`src/rtl/bypass_source.sv`:
```
// Operand-forwarding producer: shadows in-flight writes through E/M/W, selects
// forwarded operands for the two ID sources, flags load-use stalls and drives the RF write port.

module bypass_sel #(
  parameter int DW = 32,
  parameter int AW = 5
) (
  input  logic [AW-1:0] i_src,
  input  logic          i_e_wen,
  input  logic [AW-1:0] i_e_dest,
  input  logic          i_e_load,
  input  logic          i_m_wen,
  input  logic [AW-1:0] i_m_dest,
  input  logic          i_m_pend,
  input  logic [DW-1:0] i_m_value,
  input  logic          i_w_wen,
  input  logic [AW-1:0] i_w_dest,
  input  logic [DW-1:0] i_w_value,
  input  logic [DW-1:0] i_exe_result,
  input  logic [DW-1:0] i_rf_data,
  output logic [1:0]    o_fwd,
  output logic [DW-1:0] o_value,
  output logic          o_stall
);
  // Youngest producer wins; register 0 is never forwarded.
  always_comb begin
    o_fwd   = 2'b00;
    o_value = i_rf_data;
    o_stall = 1'b0;
    if (i_src != '0) begin
      if (i_e_wen && i_e_dest == i_src) begin
        o_fwd   = 2'b01;
        o_value = i_exe_result;
        o_stall = i_e_load;
      end else if (i_m_wen && i_m_dest == i_src) begin
        o_fwd   = 2'b10;
        o_value = i_m_value;
        o_stall = i_m_pend;
      end else if (i_w_wen && i_w_dest == i_src) begin
        o_fwd   = 2'b11;
        o_value = i_w_value;
      end
    end
  end
endmodule

module bypass_source #(
  parameter int DW = 32,
  parameter int AW = 5
) (
  input  logic          clk,
  input  logic          reset,
  input  logic          adv,
  input  logic          id_fire,
  input  logic [AW-1:0] id_wdest,
  input  logic          id_wen,
  input  logic          id_load,
  input  logic          flush,
  input  logic [DW-1:0] exe_result,
  input  logic [DW-1:0] mem_load_data,
  input  logic          mem_load_valid,
  input  logic [AW-1:0] rs,
  input  logic [AW-1:0] rt,
  input  logic [DW-1:0] rf_rs_data,
  input  logic [DW-1:0] rf_rt_data,
  output logic [DW-1:0] rs_value,
  output logic [DW-1:0] rt_value,
  output logic [1:0]    forwardA,
  output logic [1:0]    forwardB,
  output logic          stall,
  output logic          wb_wen,
  output logic [AW-1:0] wb_wdest,
  output logic [DW-1:0] wb_wdata
);
  logic          r_e_wen, r_e_load;
  logic [AW-1:0] r_e_dest;
  logic          r_m_wen, r_m_load, r_m_dvalid;
  logic [AW-1:0] r_m_dest;
  logic [DW-1:0] r_m_data;
  logic          r_w_wen;
  logic [AW-1:0] r_w_dest;
  logic [DW-1:0] r_w_data;

  logic          w_m_capture, w_m_pend;
  logic [DW-1:0] w_m_value;

  assign w_m_capture = r_m_load && !r_m_dvalid && mem_load_valid;
  assign w_m_pend    = r_m_load && !r_m_dvalid && !mem_load_valid;
  assign w_m_value   = w_m_capture ? mem_load_data : r_m_data;

  always_ff @(posedge clk or posedge reset) begin
    if (reset) begin
      r_e_wen    <= 1'b0;
      r_e_dest   <= '0;
      r_e_load   <= 1'b0;
      r_m_wen    <= 1'b0;
      r_m_dest   <= '0;
      r_m_load   <= 1'b0;
      r_m_data   <= '0;
      r_m_dvalid <= 1'b0;
      r_w_wen    <= 1'b0;
      r_w_dest   <= '0;
      r_w_data   <= '0;
    end else if (adv) begin
      r_w_wen  <= r_m_wen;
      r_w_dest <= r_m_dest;
      r_w_data <= (r_m_load && mem_load_valid) ? mem_load_data : r_m_data;
      if (flush) begin
        r_m_wen    <= 1'b0;
        r_m_dest   <= '0;
        r_m_load   <= 1'b0;
        r_m_data   <= '0;
        r_m_dvalid <= 1'b0;
      end else begin
        r_m_wen    <= r_e_wen;
        r_m_dest   <= r_e_dest;
        r_m_load   <= r_e_load;
        r_m_data   <= exe_result;
        r_m_dvalid <= !r_e_load;
      end
      r_e_wen  <= id_fire && id_wen;
      r_e_dest <= id_fire ? id_wdest : '0;
      r_e_load <= id_fire && id_load;
    end else begin
      // Late load data lands in M while the pipe is held.
      if (w_m_capture) begin
        r_m_data   <= mem_load_data;
        r_m_dvalid <= 1'b1;
      end
      if (flush) r_e_wen <= 1'b0;
    end
  end

  logic [1:0][AW-1:0] w_src;
  logic [1:0][DW-1:0] w_rf, w_val;
  logic [1:0][1:0]    w_fwd;
  logic [1:0]         w_stl;

  assign w_src = {rt, rs};
  assign w_rf  = {rf_rt_data, rf_rs_data};

  for (genvar g = 0; g < 2; g++) begin : g_sel
    bypass_sel #(.DW(DW), .AW(AW)) u_sel (
      .i_src        (w_src[g]),
      .i_e_wen      (r_e_wen),
      .i_e_dest     (r_e_dest),
      .i_e_load     (r_e_load),
      .i_m_wen      (r_m_wen),
      .i_m_dest     (r_m_dest),
      .i_m_pend     (w_m_pend),
      .i_m_value    (w_m_value),
      .i_w_wen      (r_w_wen),
      .i_w_dest     (r_w_dest),
      .i_w_value    (r_w_data),
      .i_exe_result (exe_result),
      .i_rf_data    (w_rf[g]),
      .o_fwd        (w_fwd[g]),
      .o_value      (w_val[g]),
      .o_stall      (w_stl[g])
    );
  end

  assign forwardA = w_fwd[0];
  assign forwardB = w_fwd[1];
  assign rs_value = w_val[0];
  assign rt_value = w_val[1];
  assign stall    = |w_stl;
  assign wb_wen   = r_w_wen;
  assign wb_wdest = r_w_dest;
  assign wb_wdata = r_w_data;
endmodule

```
`config.mk`:
```
export PLATFORM = sky130hd
export DESIGN_NAME = bypass_source
export DESIGN_NICKNAME = d
export VERILOG_FILES = /design/src/rtl/bypass_source.sv
export SDC_FILE = /design/constraint.sdc
export NUM_CORES = 1
export LEC_CHECK = 0
export ABC_AREA = 0
export CAP_MARGIN = 20
export CORE_UTILIZATION = 47
export DETAILED_ROUTE_END_ITERATION = 10
export GPL_ROUTABILITY_DRIVEN = 0
export HOLD_SLACK_MARGIN = 0.02
export PLACE_DENSITY = 0.88
export SLEW_MARGIN = 20
export SYNTH_ARGS = -nofsm -noshare
export SYNTH_HDL_FRONTEND = slang
export SYNTH_SLANG_ARGS = --single-unit
```
`constraint.sdc`:
```
create_clock -name clk -period 3.1 [get_ports clk]
set_clock_uncertainty 0.05 [all_clocks]
set_input_delay 0.31 -clock clk [delete_from_list [all_inputs] [get_ports clk]]
set_output_delay 0.31 -clock clk [all_outputs]
set_load 0.02 [all_outputs]
```
; Word level (Yosys, flattened, before mapping)
; Index checks and enable logic that the tools add are counted.
[classes]
n_eq_ne = 6
muxes = 34
n_reduce_logical = 19
[op_table]
columns = cell, n
row1 = two-way mux 32 bit, 12
row2 = == test 5 bit, 6
row3 = two-way mux 2 bit, 8
row4 = logical AND 1 bit, 12
row5 = two-way mux 1 bit, 12
row6 = two-way mux 5 bit, 2
row7 = nonzero test 5 bit, 2
row8 = logical NOT 1 bit, 3
row9 = nonzero test 2 bit, 1
row10 = OR reduction 2 bit, 1
[totals]
ff_bits = 85
input_bits = 151
wordCells = 70

; Depth between registers and ports, before layout
[logic_depth]
ltp_word = 7
ltp_mapped = 8
depth_no_buf = 5

; Modules after synthesis
; From an unflattened synthesis, not the netlist that was laid out.
[hier_totals]
cells_unflattened = 766
hier_area_um2 = 7058.0
[by_module_without_submodules]
columns = module, n_inst, cells_per_inst, area_per_inst_um2, seq_area_each_um2
row1 = bypass_source, 1, 312, 3895.0, 2127.0
row2 = bypass_sel, 2, 227, 1581.5, 0.0

; Least setup slack after synthesis
; No wires, ideal clock.
[synth_timing]
kind = reg-to-output
startpoint = register r_w_dest[2] (netlist: wb_wdest[2])
endpoint = output rt_value[23]
arrival_ns = 2.137
required_time_ns = 2.740
slack_ns = 0.603
stages_incl_launch_ff = 8
path_buffers = 2
path_cell_list = dfrtp_1 > xor2_1 > nor4_1 > and3_1 > buf_2 > buf_2 > a311oi_1 > o32ai_1
[synth_via]
elab_chain_len = 6
[synth_rtl]
columns = element, line_no
row1 = from (decl), 81  ; logic [AW-1:0] r_w_dest;
row2 = from (signal assigned), 106  ; r_w_dest <= r_m_dest;
row3 = == test 5 bit, 39  ; end else if (i_w_wen && i_w_dest == i_src) begin
row4 = logical AND 1 bit, 39
row5 = two-way mux 32 bit, 39
row6 = two-way mux 32 bit, 35  ; end else if (i_m_wen && i_m_dest == i_src) begin
row7 = two-way mux 32 bit, 31  ; if (i_e_wen && i_e_dest == i_src) begin
row8 = two-way mux 32 bit, 30  ; if (i_src != '0) begin
row9 = to (decl), 67  ; output logic [DW-1:0] rt_value,
; No other way between the ends.

; Final worst setup path
[layout_timing]
startpoint = input rt[0]
endpoint = output rt_value[7]
[layout_via]
elab_chain_len = 6
[layout_rtl]
columns = element, line_no
row1 = from (decl), 63  ; input logic [AW-1:0] rt,
row2 = == test 5 bit, 39
row3 = logical AND 1 bit, 39
row4 = two-way mux 32 bit, 39
row5 = two-way mux 32 bit, 35
row6 = two-way mux 32 bit, 31
row7 = two-way mux 32 bit *, 30
; Every way passes the cells marked *; elsewhere a longest branch is shown, timed or not.

==> flow_summary.yaml <==
setup_path:
  crit_type: "in -> out"
  cp_max_fo: 16
  r2r-end: "wb_wdata[15]"
  end_kind: "output pin"
  reg2reg_slack_ns: 1.43
  worstPathRequired_ns: 2.74
  arrival_ns: 2.68
  r2r-start: "r_m_load"
  reg2regPathDepth: 4
  cp-start-kind: "input pin"
power_and_ir_drop:
  power_mw: 3.67
  power.density_nw_per_um2: 334
  leakagePower_nw: 4.98
  irDropWorstVdd_mv: 0.271
routing:
  vias: 9346
  first_pass_iters: 6
  initialDrtViolationCount: 1023
  drc_errors: 0
  wl_per_cell_microns: 21.2
  ant_nets: 0
  drt_wl_total_microns: 30000
  via_per_inst: 6.61
grt:
  antenna_found_initial: 0
  globalRouteOverflowTotal: 0
  grt_max_degree: 86
  grt_usage_pct: 35.9
  grt_pass1_wl_microns: 46500
  grt_pass1_vias: 8886
placed_design:
  dp_slack_ns: -0.316
  dp_hpwl_microns: 20700
  place_inst: 1396
  port_buffers: 257
clock_tree:
  cts.sinks: 85
  htreeDepth: 3
  root_buffer: "clkbuf_16"
  clkTransAtPathRegs_ns: 0.07
  hold_buffers: 0
  clock_latency_ns: 0.34
  numCtsBuffers: 9
  cts_tree: "yes"
  clk_path_buf_depth: 2
min_path:
  hp-class: "in -> async"
sta:
  fin_crit_ns: 3.04
  slew_violations: 0
  max_freq_ghz: 0.329
  worst_pin_slew_ns: 0.911
  setup_ws_ns: 0.0615
  hold_viol_final: 0
  setup_viol: 0
  post-route-period-util_pct: 98.0
  relSlewSlack_pct: 39.3
finish:
  post_layout_nonfiller_instances: 1414
  fill_cells: 1181
  areaGrowthSynthToFinish_pct: 46.6
  layout-drive-gt1-share_pct: 13.0
  diodes: 0
  nets: 1350
yosys:
  ys_async_sr_fraction_pct: 100
  netlist_instances: 957
  synth.top_cell.area_share_pct: 28.4
  synth_seq_cells: 85
  synth_area_leaders: "dfrtp_1, mux2i_1, a311oi_1"
  syn-mean-instance-area_sq_um: 7.82
  synth_flop_cell: "dfrtp_1"
  yosysWarnings: 0
  synth_largest_area_cell: "dfrtp_1"
  synth_seq_area_share_pct: 28.4
  synth_area_sq_um: 7490
  synthDistinctLibCells: 36
  syn-num-nets: 1108
  synth-edff-count: 0
status:
  status: "complete, no violations"
floorplanning:
  die_h_microns: 128
  core_sq_um: 15400
  ios: 258
  std_cell_rows: 45
  dieArea_sq_um: 16400
  fp.dieW_microns: 128
  start_util_pct: 48.7
flow_run:
  max_cap_violations: 0
## cell type report
cell class / instances / area [sq um] / area share [%]
well taps: 211 / 264 / 2.40
multi-input cells: 716 / 4840 / 44.1
inverters: 46 / 174 / 1.58
clock buffers: 9 / 225 / 2.05
repair buffers: 341 / 3280 / 29.9
flip-flops and latches: 85 / 2130 / 19.4
clock inverters: 6 / 70.1 / 0.638
## timing repair
action                     in CTS  in global routing
buffers inserted                1                  2
setup endpoints to repair      69                 40
gates resized for setup        84                 79
pin swaps                       1                  5
## logic make-up after synthesis
group                  after synthesis  synth area share, %
flip-flops                          85                 28.4
AO/OA/AOI/OAI                      278                 26.2
AND/OR/NAND/NOR                    336                 23.4
XOR/XNOR                            30                 3.51
buffers and inverters              156                 8.67
multiplexers                        72                 9.73
## worst max-delay path by stage
stage / startpoint / to / cells after the start
2_1_floorplan: reset / r_e_dest[0] / 1
3_3_place_gp: rt[2] / rt_value[25] / 9
3_5_place_dp: rt[0] / rt_value[25] / 9
4_1_cts: rt[0] / rt_value[8] / 9
5_1_grt: rt[1] / rt_value[29] / 10
6_report: rt[0] / rt_value[7] / 9
## flip-flops by register name, indices dropped and copies added, names as in the netlist, 5 cells and up
register / flops
r_m_dest: 5
r_e_dest: 5
r_m_data: 32
wb_wdest: 5
wb_wdata: 32
## power by group
part	switching, mW	leakage, nW	internal [mW]
Combinational	0.646	3.76	0.571
Sequential	0.129	1.08	1.22
Clock	0.476	0.147	0.629
Total	1.25	4.98	2.42
## through the flow
stage	hold slack [ns]	util, %	instance area [sq um]	setup TNS (ns)
after CTS	0.390	71.5	11000	-0.000193
after detailed placement	0.507	69.7	10700	-11.47
final	0.365	71.4	11000	0
after global routing	0.429	71.4	11000	-0.00295
after global placement	0.488	69.7	10700	-8.15
after floorplan	0.377	-	7490	0
## Yosys cell counts (all sizes together), types with 32 or more instances
cell	n
buf	35
dfrtp	85
nand3b	66
a41oi	32
mux2i	66
o21ai	41
inv	46
nand2	82
nor2	68
a311oi	64
clkbuf	75
o22ai	40
and3	34
nor3	66
a21oi	35
a31oi	33
## routing by layer
| metal | share of wire (%) | vias to the layer above | routed length, microns | global-route usage, % |
|---|---|---|---|---|
| li1 | - | 4103 | - | - |
| met1 | 37 | 4302 | 11200 | 44.7 |
| met2 | 47 | 799 | 14000 | 58.2 |
| met3 | 12 | 142 | 3580 | 7.18 |
| met4 | 4.3 | 0 | 1300 | 20.4 |
| met5 | 0 | - | 0 | 0 |
## worst max-delay path: stages
cell,delay [ns]
clkdlybuf4s50_1,0.51
buf_4,0.19
xnor2_1,0.19
nand4_2,0.17
or2_4,0.32
buf_4,0.22
a311oi_1,0.32
o32ai_1,0.11
dlygate4sd2_1,0.33
## layout by cell type (no fill, tap or decap), types with 9 or more instances in the layout
master,n
a21oi_1,35
a311oi_1,57
a31oi_1,32
a41oi_1,31
and3_1,34
buf_12,18
buf_4,62
clkbuf_16,9
clkbuf_2,21
clkdlybuf4s50_1,186
dfrtp_1,85
dlygate4sd2_1,42
inv_1,45
mux2i_1,66
nand2_1,80
nand3b_1,66
nor2_1,66
nor3_1,65
o21ai_0,9
o21ai_1,32
o22ai_1,40
o32ai_1,31
xnor2_1,14
xor2_1,16
(Power assumes the default switching activity.)
